$ cat src/rtl/sig_div.sv
// Sequential restoring divider for half-precision significands: q = ({azero,a}<<13) / {bzero,b}, one quotient bit per cycle.
// Optional build macro SIGDIV_EARLY_EXIT_EN: finish as soon as the remaining work can only produce zero quotient bits.
module sig_div (
    input  logic        CLK,
    input  logic        RST,
    input  logic        start,
    input  logic [9:0]  a,
    input  logic [9:0]  b,
    input  logic        azero,
    input  logic        bzero,
    output logic [23:0] q,
    output logic [10:0] rem,
    output logic        sticky,
    output logic        dz,
    output logic        busy,
    output logic        done
);

    typedef enum logic {IDLE, CALC} state_t;

    state_t      state_reg;
    logic [23:0] d_reg;
    logic [23:0] qw_reg;
    logic [10:0] bb_reg;
    logic [10:0] r_reg;
    logic [4:0]  cnt_reg;

    logic [11:0] r_shift;
    logic [11:0] r_next;
    logic        q_bit;
    logic [23:0] d_next;
    logic [23:0] qw_next;
    logic [23:0] q_final;
    logic [4:0]  cnt_next;
    logic        finish;

    // The partial remainder always stays below the divisor, so 11 stored bits suffice.
    always_comb begin
        r_shift  = {r_reg, d_reg[23]};
        q_bit    = (r_shift >= {1'b0, bb_reg});
        r_next   = q_bit ? (r_shift - {1'b0, bb_reg}) : r_shift;
        d_next   = {d_reg[22:0], 1'b0};
        qw_next  = {qw_reg[22:0], q_bit};
        cnt_next = cnt_reg - 5'd1;
`ifdef SIGDIV_EARLY_EXIT_EN
        finish   = (cnt_next == 5'd0) || ((r_next == 12'd0) && (d_next == 24'd0));
        q_final  = qw_next << cnt_next;
`else
        finish   = (cnt_next == 5'd0);
        q_final  = qw_next;
`endif
    end

    always_ff @(posedge CLK or negedge RST) begin
        if (!RST) begin
            state_reg <= IDLE;
            d_reg     <= '0;
            qw_reg    <= '0;
            bb_reg    <= '0;
            r_reg     <= '0;
            cnt_reg   <= '0;
            q         <= '0;
            rem       <= '0;
            sticky    <= 1'b0;
            dz        <= 1'b0;
            busy      <= 1'b0;
            done      <= 1'b0;
        end else begin
            done <= 1'b0;
            case (state_reg)
                IDLE: begin
                    if (start) begin
                        if ({bzero, b} == 11'd0) begin
                            q      <= 24'hFFFFFF;
                            rem    <= '0;
                            sticky <= 1'b0;
                            dz     <= 1'b1;
                            done   <= 1'b1;
                        end else begin
                            d_reg     <= {azero, a, 13'b0};
                            bb_reg    <= {bzero, b};
                            r_reg     <= '0;
                            qw_reg    <= '0;
                            cnt_reg   <= 5'd24;
                            busy      <= 1'b1;
                            state_reg <= CALC;
                        end
                    end
                end
                CALC: begin
                    d_reg   <= d_next;
                    r_reg   <= r_next[10:0];
                    qw_reg  <= qw_next;
                    cnt_reg <= cnt_next;
                    if (finish) begin
                        state_reg <= IDLE;
                        busy      <= 1'b0;
                        done      <= 1'b1;
                        q         <= q_final;
                        rem       <= r_next[10:0];
                        sticky    <= |r_next;
                        dz        <= 1'b0;
                    end
                end
                default: state_reg <= IDLE;
            endcase
        end
    end

endmodule
$ cat config.mk
export PLATFORM = sky130hd
export DESIGN_NAME = sig_div
export DESIGN_NICKNAME = d
export VERILOG_FILES = /design/src/rtl/sig_div.sv
export SDC_FILE = /design/constraint.sdc
export NUM_CORES = 1
export LEC_CHECK = 0
export ABC_AREA = 1
export CAP_MARGIN = 20
export CELL_PAD_IN_SITES_DETAIL_PLACEMENT = 1
export CELL_PAD_IN_SITES_GLOBAL_PLACEMENT = 1
export CORE_MARGIN = 3
export CORE_UTILIZATION = 41
export CTS_CLUSTER_DIAMETER = 120
export CTS_CLUSTER_SIZE = 40
export DETAILED_ROUTE_END_ITERATION = 12
export GPL_ROUTABILITY_DRIVEN = 0
export PLACE_DENSITY_LB_ADDON = 0.1
export REMOVE_ABC_BUFFERS = 1
export SLEW_MARGIN = 40
export SYNTH_ARGS = -nofsm -noshare
export SYNTH_HDL_FRONTEND = slang
export SYNTH_SLANG_ARGS = --single-unit
$ cat constraint.sdc
create_clock -name CLK -period 2.6 [get_ports CLK]
set_clock_uncertainty 0.2 [all_clocks]
set_input_delay 0.65 -clock CLK [delete_from_list [all_inputs] [get_ports CLK]]
set_output_delay 0.65 -clock CLK [all_outputs]
set_load 0.1 [all_outputs]
# After elaboration in Yosys (flattened, before gate mapping)
# Cells that the tools add are included.
# word_totals
ff_bits,114
latch_bits,0
ram_bits,0
mem_bits_ro,0
word_cells,68
mem_count,0
# classes
add_sub_neg,2
n_mul,0
n_div,0
order_cmp,1
eq_ne,4
shifts,0
n_mux,40
bitwise_logic,2
n_reduce_logical,7
# op_table
op,count
24-bit 2-to-1 mux,5
24-bit case mux with 2 select lines,2
11-bit 2-to-1 mux,5
23-bit 2-to-1 mux,2
23-bit case mux with 2 select lines,1
11-bit case mux with 2 select lines,2
1-bit 2-to-1 mux,14
12-bit by 11-bit >= comparator with 1-bit output,1
12-bit 2-to-1 mux,1
12-bit OR reduction,1
12-bit by 11-bit subtractor with 12-bit output,1
11-bit zero test,1
5-bit 2-to-1 mux,2
1-bit case mux with 2 select lines,5
5-bit case mux with 2 select lines,1
3-bit AND reduction,3
2-bit inequality test (second input constant),3
5-bit zero test,1
5-bit by 1-bit subtractor with 5-bit output (second input constant),1
2-bit by 1-bit inequality test with 1-bit output (second input constant),1
1-bit inverter,2
2-bit AND reduction,1

# Logic depth before layout (Yosys ltp)
# Gate-level depths: netlist of the first run.
# depth
word_depth,5
mapped_depth,18

# Least setup slack after synthesis of the first run
# OpenSTA, ideal clock, no wires.
# synth_path
path_type,register -> register
start,register d_reg[23]
end,register sticky
setup_time_ns,0.120
t_arrival_ns,1.912
required_ns,2.280
setup_slack_ns,0.368
path_stages_with_launch,17
n_path_buf,1
cell_sequence,dfrtp_1 > inv_1 > ha_1 > fa_1 > inv_1 > nand3_1 > nand3_2 > nand2_4 > nand3_4 > buf_12 > nand3_2 > nand2_1 > nand3_1 > nor2_1 > nand2_1 > nand2_1 > nand2_1
# synth_between
elab_chain_cells,5
# synth_rtl
element,line_no,text
start: declaration,22,logic [23:0] d_reg;
start signal: assignment,80,"d_reg <= {azero, a, 13'b0};"
start signal: assignment,91,d_reg <= d_next;
12-bit by 11-bit subtractor with 12-bit output / 12-bit by 11-bit >= comparator with 1-bit output (equally long branches),"41, 40",
12-bit 2-to-1 mux *,41,"r_next = q_bit ? (r_shift - {1'b0, bb_reg}) : r_shift;"
12-bit OR reduction *,101,sticky <= |r_next;
1-bit 2-to-1 mux *,95,if (finish) begin
1-bit case mux with 2 select lines *,70,case (state_reg)
end signal: assignment,101,
end: declaration,13,"output logic sticky,"
# Mark *: on every way between the ends. The rest lies on a longest branch, timed or not. The select of a mux whose other input is x is not followed.
# A chain may end at the register's enable or synchronous reset.

# Worst setup path in the final report of the first run
# layout_path
start,register bb_reg[0]
end,register rem[9]
# layout_between
elab_chain_cells,4
# layout_rtl
element,line_no,text
start: declaration,24,logic [10:0] bb_reg;
start signal: assignment,81,"bb_reg <= {bzero, b};"
12-bit by 11-bit subtractor with 12-bit output / 12-bit by 11-bit >= comparator with 1-bit output (equally long branches),"41, 40",
12-bit 2-to-1 mux *,41,
11-bit 2-to-1 mux *,95,
11-bit case mux with 2 select lines *,70,
end signal: assignment,100,rem <= r_next[10:0];
end: declaration,12,"output logic [10:0] rem,"
# Marked as above.

==> flow_summary.yaml, run 1 <==
drt:
  wl_met1_um: 6231
  route.met2.wl_um: 5906
  viasPerCell: 5.097
  vias: 4052
  wl_per_cell_um: 15.85
  first_iter_violations: 219
  drtAntennaViolNets: 0
  first_pass_iters: 4
  wirelength_um: 12600
  top_layer: "met4"
  drc: 0
  wl_met3_um: 320
clock_network:
  clock_path_buffers: 2
  cts_buffers: 9
  clkLatencyLatePin_ps: 350
  cts_tree: "yes"
  htree_levels: 3
  cts_sinks: 101
  clk_pin_slew_ps: 80
  root_buffer: "clkbuf_16"
setup_path:
  required_ps: 2660
  worstRegToRegCells: 11
  r2r_slack_ps: 130
  crit_chain: "ha_2 -> fa_2 -> inv_1 -> nand3_1 -> nand3_2 -> nand2_4 -> nand3_4 -> buf_4 -> nand3_2 -> and2_1 -> o31ai_2"
  crit_fanout: 6
  critical_path.most_common_cell: "nand3_2"
  crit_arrival_ps: 2530
  end_kind: "flop"
  start_kind: "flop"
  crit_type: "flop to flop"
  worst_path_max_delay_cell: "dfrtp_1"
  cpPeakStageDelay_ps: 420
yosys:
  ys.flop_type: "dfrtp_1"
  synth_edf_count: 0
  synth-warning-count: 0
  avgSynthCellArea_um2: 8.475
  async_flop_share_pct: 100.0
  ys_ff_latch: 101
  synthesis.area_mm2: 0.004831
  ys_types: 34
  synthCells: 570
  yosysSeqAreaShare_pct: 52.32
global_route:
  track_usage_pct: 20.27
  grt-ovfl-total: 0
  grt_pass1_vias: 4198
  grt_max_degree: 102
  antenna_found_initial: 0
  grt_pass1_wl_um: 21110
final_layout:
  fin_nets: 686
  final_area_mm2: 0.005923
  drive_gt1_share_pct: 16.10
  final_cell_mix: "nand2_1, dfrtp_1, inv_1, buf_4, nor2_1"
  antenna_cells: 0
  final_common_cell: "nand2_1"
  largest_reg_flops: 24
  areaGrowthSynthToFinish_pct: 22.61
place:
  port_buffers: 63
  dpl-instance-area_mm2: 0.005590
  dpl.hpwl_um: 9240
floorplan:
  die_area_mm2: 0.01312
  core_mm2: 0.01147
  num_io_pins: 64
  die_h_um: 114.5
  start_util_pct: 42.13
  rows: 39
  die_x_um: 114.5
worst_hold_path:
  hp-class: "primary input to asynchronous set/reset pin"
timing:
  fmax_mhz: 405.3
  finalHoldViolCount: 0
  fin_crit_ps: 2467
  setup_viol: 0
  worst_pin_slew_ps: 549.4
  maxSlewHeadroom_pct: 63.37
  timing.final.crit_share_pct: 94.89
  drv_slew: 0
flow_run:
  drv_cap: 0
run_status:
  outcome: "finished clean"
==> layout make-up <==
class / instances / area [um2]
Multi-Input combinational cell: 360 / 1877
Fill cell: 1394 / 5544
Tap cell: 143 / 178.9
Clock inverter: 6 / 57.56
Timing Repair Buffer: 87 / 723.2
Sequential cell: 101 / 2527
Inverter: 88 / 330.3
Clock buffer: 10 / 229.0
==> stage by stage <==
stage / setup WS (ps) / utilization (%) / cells / setup TNS [ps] / hold WS, ps
2_1_floorplan: -139.0 / - / 547 / -1314 / 154.4
5_1_grt: -3.066 / 51.65 / 795 / -3.066 / 170.9
3_5_place_dp: -19.16 / 48.75 / 776 / -19.16 / 278.7
6_report: 132.9 / 51.65 / 795 / 0 / 123.4
3_3_place_gp: 45.66 / 48.75 / 776 / 0 / 269.7
4_1_cts: 55.76 / 51.25 / 792 / 0 / 170.7
==> cell families after synthesis <==
| kind of cell | synth area share (%) |
|---|---|
| buffers and inverters | 9.635 |
| adders and majority gates | 3.782 |
| xor gates and xnor gates | 1.088 |
| AOI/OAI and AO/OA | 12.25 |
| DFF | 52.32 |
| and+or+nand+nor | 20.93 |
==> per-layer routing <==
metal  GRT usage [%]  vias to the layer above
met5               0                        -
met4           5.384                        0
met3           3.330                       11
met2           31.28                       57
met1           29.65                     2006
li1                -                     1978
==> cell usage after synthesis (2+ instances only) <==
library cell | n | area [um2]
dfrtp_1 | 101 | 2527
clkbuf_1 | 9 | 33.78
xor2_1 | 5 | 43.79
ha_1 | 13 | 162.7
nand3_2 | 3 | 30.03
nand3_1 | 17 | 85.08
inv_1 | 84 | 315.3
a31oi_1 | 2 | 12.51
nand2_1 | 132 | 495.5
inv_2 | 3 | 11.26
o22ai_1 | 34 | 212.7
o21ai_0 | 26 | 130.1
nand4_1 | 11 | 68.82
buf_2 | 8 | 40.04
nor2_1 | 60 | 225.2
nand2_2 | 8 | 50.05
buf_1 | 2 | 7.510
a221oi_1 | 2 | 17.52
nor3_1 | 3 | 15.01
buf_6 | 3 | 33.78
a21oi_1 | 30 | 150.1
a21oi_4 | 2 | 32.53
==> critical path: cells and delay by family, from the launching register on <==
kind / cells / cell delay [ps]
adders and majority gates: 2 / 580
and+or+nand+nor: 6 / 740
AOI/OAI and AO/OA: 1 / 220
DFF: 1 / 420
buffers and inverters: 2 / 230
==> what timing repair did <==
item | CTS | global route
hold buffers | 0 | 0
endpoints found under the setup margin | 0 | 4
setup buffers | 0 | 1
gates resized for setup | 0 | 6
==> final timing paths <==
kind                       startpoint     end
setup / recovery            bb_reg[0]  rem[9]
hold / removal                    RST    q[2]
setup reg to reg            bb_reg[0]  rem[9]
hold reg to reg                rem[7]  rem[7]
max in group asynchronous         RST  rem[8]
min in group CLK               rem[7]  rem[7]
Power of run 1 is not shown: default switching activity piles up to over one toggle a cycle in this logic, so the estimate is an artifact.
==> inputs of run 2 (changes only) <==
HOLD_SLACK_MARGIN = 0.06   (was default)
==> results of run 2 <==
Final layout, timing and power as in run 1 (identical DEF).
Power of run 2 is left out for the same reason.
==> inputs of run 3 (changes only) <==
CORE_MARGIN = 2   (was 3)
==> flow_summary.yaml, run 3 (synthesized netlist as in run 1, its figures left out) <==
clock_network:
  cts_buffers: 9
  root_buffer: "clkbuf_16"
  cts_hold_buf: 0
  clkLatencyLatePin_ps: 350
  cts_tree: "yes"
  htree_levels: 3
  clk_pin_slew_ps: 70
  clock_path_buffers: 2
  cts_sinks: 101
final_layout:
  fin_cells: 801
  fin_nets: 692
  fill_cells: 1372
  areaGrowthSynthToFinish_pct: 24.35
  final_util_pct: 52.38
  final_common_cell: "nand2_1"
  multiInputGateArea_mm2: 0.001856
  regArea_mm2: 0.002527
  antenna_cells: 0
  final_cell_mix: "nand2_1, dfrtp_1, inv_1, buf_4, nor2_1"
  largest_reg_flops: 24
  drive_gt1_share_pct: 17.33
  final_area_mm2: 0.006007
timing:
  timing.final.crit_share_pct: 95.59
  fin_crit_ps: 2485
  finalHoldViolCount: 0
  fmax_mhz: 402.4
  worst_pin_slew_ps: 578.0
  drv_slew: 0
  hold-worst-slack_ps: 101.4
  setup_viol: 0
  maxSlewHeadroom_pct: 61.47
floorplan:
  start_util_pct: 42.13
  die_area_mm2: 0.01267
  core_mm2: 0.01147
  die_x_um: 112.5
  die_h_um: 112.5
  rows: 39
  num_io_pins: 64
worst_hold_path:
  hp-class: "primary input to asynchronous set/reset pin"
setup_path:
  start_kind: "flop"
  crit_type: "flop to flop"
  required_ps: 2650
  worst_path_max_delay_cell: "dfrtp_1"
  reg2reg_to: "sticky"
  end_kind: "flop"
  worst-path-stages: 17
  critical_path.most_common_cell: "nand2_1"
  critPathLaunch: "bb_reg[2]"
  critical-path-top-delay-family: "simple AND/OR/NAND/NOR gates"
  cpPeakStageDelay_ps: 360
  crit_arrival_ps: 2540
  timing.critical_path.buf_inv: 3
  worstRegToRegCells: 17
  r2r_slack_ps: 110
  crit_path_end: "sticky"
  rr_startpoint: "bb_reg[2]"
  crit_chain: "inv_1 -> ha_2 -> nand2_2 -> inv_1 -> nand2_1 -> nand3_2 -> nand2_4 -> nand3_4 -> buf_4 -> nand2_1 -> nand2_1 -> nor2_1 -> nand2_1 -> nor2_2 -> nand2_1 -> nand2_1 -> nand2_1"
  crit_fanout: 8
run_status:
  outcome: "finished clean"
global_route:
  antenna_found_initial: 0
  use_met1_pct: 30.21
  grt_pass1_wl_um: 21760
  track_usage_pct: 21.73
  gr-usage-met2_pct: 34.77
  grt-ovfl-total: 0
  use_met3_pct: 3.618
  grt_max_degree: 43
  busiest_layer: "met2"
  grt_pass1_vias: 4386
place:
  dpl-instance-area_mm2: 0.005608
  port_buffers: 63
  dpl.hpwl_um: 9382
  place_inst: 775
drt:
  viasPerCell: 5.076
  first_iter_violations: 160
  wirelength_um: 12880
  drtAntennaViolNets: 0
  drc: 0
  vias: 4066
  first_pass_iters: 5
  wl_per_cell_um: 16.08
flow_run:
  drv_cap: 0
## run 3: cell count changes in the layout (fill, tap and decap cells not counted), moves of 2 or more
cell / previous run / this run
buf_12: 1 / 3
buf_4: 63 / 68
inv_1: 84 / 82
inv_2: 3 / 5
## run 3: repair_timing
item / CTS / global route
hold endpoints to repair: 0 / 0
buffers inserted: 0 / 10
setup endpoints to repair: 0 / 4
resized for setup: 0 / 10
## run 3: metrics by stage
stage | setup TNS (ps) | setup WS, ps
after global routing | -43.14 | -43.14
after CTS | 0 | 68.77
final | 0 | 114.7
after detailed placement | -80.29 | -24.28
after floorplan | -1314 | -139.0
after global placement | 0 | 45.53
## run 3: area by class of cell
| class | instances | share of cell area, % |
|---|---|---|
| clock inverters | 4 | 0.9373 |
| multi-input cells | 358 | 30.89 |
| inverters | 88 | 5.499 |
| repair buffers | 95 | 13.52 |
| clock buffers | 12 | 4.103 |
| well taps | 143 | 2.979 |
| flip-flops and latches | 101 | 42.07 |
## run 3: metal layers
layer	part of all wire, %	vias to the layer above	wire [um]
li1	-	1992	-
met1	48	2003	6239
met2	48	55	6151
met3	2.4	16	308
met4	1.4	0	182
met5	0	-	0
## run 3: worst reg2reg max path: stages, from the launching register on
cell	delay [ps]
dfrtp_1	360
inv_1	100
ha_2	340
nand2_2	110
inv_1	60
nand2_1	80
nand3_2	80
nand2_4	130
nand3_4	130
buf_4	170
nand2_1	60
nand2_1	90
nor2_1	120
nand2_1	80
nor2_2	110
nand2_1	70
nand2_1	50
nand2_1	50
## run 3: worst min path at each step
stage,from,end,slack [ps],cells after the start
2_1_floorplan,RST,bb_reg[0],150,0
3_3_place_gp,rem[0],rem[0],270,2
3_5_place_dp,sticky,sticky,280,2
4_1_cts,RST,cnt_reg[1],110,1
5_1_grt,RST,qw_reg[20],140,1
6_report,RST,bb_reg[10],100,1
Power of run 3 is left out for the same reason.
